$ cat src/rtl/piso_serializer_pkg.sv
// Shared types and constants for the serial link (serializer and downstream deserialiser).
// Holds the state encoding, the counter-width helper and the default word length.
package piso_serializer_pkg;

   localparam int SER_WIDTH = 4;

   typedef enum logic [0:0] {
      IDLE  = 1'b0,
      SHIFT = 1'b1
   } ser_state_t;

   // Counter width for a down-counter spanning 0..n-1; never narrower than one bit.
   function automatic int clog2_min1(input int n);
      return (n <= 2) ? 1 : $clog2(n);
   endfunction

endpackage

$ cat src/rtl/piso_serializer.sv
// Parallel-in serial-out stage: takes a word on valid/ready and emits it MSB first,
// one bit per clk, streaming back-to-back words without an idle bit between them.
module piso_serializer
   import piso_serializer_pkg::*;
#(
   parameter int WIDTH = SER_WIDTH
) (
   input  logic             clk,
   input  logic             rst_n,
   input  logic [WIDTH-1:0] in_data,
   input  logic             in_valid,
   output logic             in_ready,
   output logic             out,
   output logic             out_valid,
   output logic             word_done,
   output logic             busy
);

   localparam int CNT_W = clog2_min1(WIDTH);

   ser_state_t       state;
   logic [WIDTH-1:0] shreg;
   logic [CNT_W-1:0] cnt;
   logic             last_bit;
   logic             can_load;

   assign last_bit = (state == SHIFT) && (cnt == '0);
   // A new word may land on the same edge the last bit leaves, so no gap appears.
   assign can_load = (state == IDLE) || (cnt == '0);

   always_ff @(posedge clk) begin
      if (!rst_n) begin
         state <= IDLE;
         shreg <= '0;
         cnt   <= '0;
      end else if (in_valid && can_load) begin
         state <= SHIFT;
         shreg <= in_data;
         cnt   <= CNT_W'(WIDTH - 1);
      end else if (state == SHIFT) begin
         if (cnt != '0) begin
            shreg <= shreg << 1;
            cnt   <= cnt - CNT_W'(1);
         end else begin
            state <= IDLE;
         end
      end
   end

   assign in_ready  = rst_n && can_load;
   assign out       = (state == SHIFT) && shreg[WIDTH-1];
   assign out_valid = (state == SHIFT);
   assign busy      = (state == SHIFT);
   assign word_done = last_bit;

endmodule

$ cat config.mk
export PLATFORM = sky130hd
export DESIGN_NAME = piso_serializer
export DESIGN_NICKNAME = d
export VERILOG_FILES = /design/src/rtl/piso_serializer_pkg.sv /design/src/rtl/piso_serializer.sv
export SDC_FILE = /design/constraint.sdc
export NUM_CORES = 1
export LEC_CHECK = 0
export BUFFER_PORTS_ARGS = -buffer_cell sky130_fd_sc_hd__buf_4
export CORE_AREA = 8 8 45 47
export DETAILED_ROUTE_END_ITERATION = 7
export DIE_AREA = 0 0 53 55
export SLEW_MARGIN = 20
export SYNTH_ARGS = -nofsm -noshare
export SYNTH_HDL_FRONTEND = slang
export SYNTH_SLANG_ARGS = --single-unit
$ cat constraint.sdc
create_clock -name clk -period 1.5 [get_ports clk]
set_input_delay 0.375 -clock clk [delete_from_list [all_inputs] [get_ports clk]]
set_output_delay 0.375 -clock clk [all_outputs]
set_load 0.1 [all_outputs]
==> impl_results.md <==
- Die height: 55 um
- Sequential share of power: 0.381
- Synth Warn #: 0
- Setup-failing EPs final: 1
- Core Region: 0.00138 mm2
- Relative slew slack: 0.814
- Root Driver: clkbuf_4
- Worst hold path depth: 2
- CTS Sinks: 7
- FF-to-FF End: shreg[1]
- Status: finished with violations
- Hold Crit Start: rst_n
- Count of different cell masters after synthesis: 18
- Failing checks: negative setup slack
- Syn Nets: 42
- Delay of the slowest cell on the worst path: 330 ps
- DR pass1 iterations: 4
- CP arrival: 1210 ps
- CTS H-tree depth: 1
- Remaining Overflow, GRT: 0
- Avg Inst Size Synth: 9.83 um2
- Routed WL per cell: 12.0 um
- Antenna Nets Post-Route: 0
- Die width: 53 um
- Clock power share: 0.301
- # rows: 14
- P&R area growth vs syn: 50.2%
- Total die area: 0.00292 mm2
- Final GP Congestion: 0.654
- Synth Register Bits: 7
- Number of buffers created by CTS: 3
- Commonest non-fill, non-tap cell in the layout: buf_4
- RSZ-0062 raised after global routing: true
- Starting DRT DRC Count: 1
- IO Pins: 12
- P_leak: 0.224 nW
- Critical R2R Launch: cnt[0]
- Delay-heaviest family, CP: flip-flops
- Worst Tran Pin Value: 281 ps
- Register area share after synthesis: 0.419
- PortBufs: 11
- Hold path endpoint: busy
- Worst R2R Setup Slack: 340 ps
- Period utilization: 1.06
- Cells on worst reg2reg path: 6
- First-pass GRT wire length: 1.28 mm
- Worst vdd ir: 0.000454 V
- Filler instances: 148
- Crit Path Category: reg -> out
- Layout cells sized above 1: 0.542
- Clock-pin slew on the worst setup and hold paths: 50 ps
- Diodes inserted: 0
- Vias in the first global route: 275
- Buffers & Inverters on Critical Path: 2
- Initial antenna violation count: 0
- Hold-fix buffers, CTS: 0
- Final net count: 57
- Worst path cell trace: inv_2, ha_4, nand2b_4, and2_4, buf_12
- Setup ws final: -83.6 ps
- Post-detail-place hpwl: 603 um
- Total GRT Usage: 0.0634
- Slowest-stage cell, CP: dfxtp_2
- Gate power share: 0.318
- Most frequent cells in the layout: buf_4 (10), mux2i_1 (4), dfxtp_1 (4)
- Mapped cell area: 334 um2
- Post-Route Setup TNS: -83.6 ps
- Clock buffer depth: 2
- Tmin final: 1580 ps
- Slew Limit Fails: 0
- CP max FO: 3
- Largest net degree at the start of global routing: 8
- Final WL: 770 um
- Worst endpoint required time: 1120 ps
- CP startpoint kind: register
- Max-cap viol count: 0
- Setup Skew: 1.63 ps
- Net switching power: 0.188 mW
- CP endpoint kind: primary output
- CTS tree: built
- Power per Cell Area: 1130 mW/mm2
- Internal power: 0.379 mW
- DR vias: 287
- FMAX: 631 MHz
- Post-DR vias/cell: 4.48
- Sw Share: 0.332
- Final Hold Violating Endpoints: 0
- Initial Util: 0.241
- DR DRC count: 0
- Gate count after technology mapping: 34
- Worst-skew pair later-pin latency: 250 ps
- Final Total Pwr: 0.567 mW
- Min-Delay Path Class: in -> reg
## cells in the mapped netlist
| library cell | number | share of area |
|---|---|---|
| ha_1 | 1 | 0.037 |
| nand2_1 | 1 | 0.011 |
| nand2b_4 | 1 | 0.041 |
| o21ai_1 | 1 | 0.015 |
| nor2b_1 | 1 | 0.019 |
| o21a_1 | 1 | 0.022 |
| nor3_1 | 1 | 0.015 |
| o311a_1 | 1 | 0.030 |
| and2b_4 | 1 | 0.030 |
| mux2i_1 | 4 | 0.12 |
| buf_4 | 2 | 0.045 |
| and2_2 | 2 | 0.045 |
| nor2_1 | 1 | 0.011 |
| inv_1 | 2 | 0.022 |
| o21ai_0 | 3 | 0.045 |
| dfxtp_1 | 7 | 0.42 |
| a21oi_1 | 3 | 0.045 |
| and2_4 | 1 | 0.026 |
## registers in the layout (all words and copies together), names as in the netlist
name and flops:
busy 1, cnt 2, shreg 4
## worst max-delay path by stage
stage / startpoint / slack, ps / end / depth (start not counted)
finish: cnt[0] / -80 / in_ready / 5
global route: cnt[0] / -130 / in_ready / 5
CTS: cnt[0] / -90 / in_ready / 5
detailed placement: cnt[0] / 20 / in_ready / 5
global placement: cnt[0] / 50 / in_ready / 5
floorplan: cnt[0] / 130 / in_ready / 4
## through the flow
stage	util	hold WS [ps]	worst slack [ps]	std cells	instance area, um2
after CTS	0.356	382	-94.2	64	493
after floorplan	-	461	130	34	340
after global routing	0.363	393	-125	64	502
after global placement	0.315	473	52.2	60	435
after detailed placement	0.315	496	16.4	60	435
final	0.363	384	-83.6	64	502
## repair_timing
action                                  4_1_cts  5_1_grt
buffers inserted                              0        0
pin swaps                                     2        0
endpoints found under the hold margin         0        0
resized for setup                            10        2
endpoints found under the setup margin        2        2
gates cloned                                  0        0
## logic make-up after synthesis
group / after synthesis / share of synthesized area
AO/OA/AOI/OAI: 9 / 0.157
adder cells (fa/ha/maj): 1 / 0.0374
multiplexers: 4 / 0.120
flip-flops: 7 / 0.419
buffers and inverters: 4 / 0.0674
AND/OR/NAND/NOR: 9 / 0.198
## routing by layer
metal | up-vias | global-route usage | part of all wire
met5 | - | 0 | 0
met4 | 0 | 0.0647 | 0.013
met3 | 2 | 0.0455 | 0.16
met2 | 11 | 0.0840 | 0.44
met1 | 131 | 0.0624 | 0.39
li1 | 143 | - | -
## cell type report
type                    instances  area, um2  area share
inverters                       2       7.51      0.0150
flip-flops and latches          7        146       0.292
well taps                      16       20.0      0.0399
clock buffers                   4       26.3      0.0524
multi-input cells              23        186       0.372
repair buffers                 12        115       0.229
## power by group through the flow
| stage | Sequential [mW] | Combinational (mW) | Clock [mW] |
|---|---|---|---|
| 6_report | 0.216 | 0.181 | 0.171 |
| 5_1_grt | 0.217 | 0.195 | 0.188 |
| 4_1_cts | 0.216 | 0.178 | 0.177 |
| 3_5_place_dp | 0.218 | 0.162 | 0 |
| 3_3_place_gp | 0.218 | 0.159 | 0 |
| 2_1_floorplan | 0.230 | 0.111 | 0 |
No activity file was read; power rests on OpenSTA's default activity.
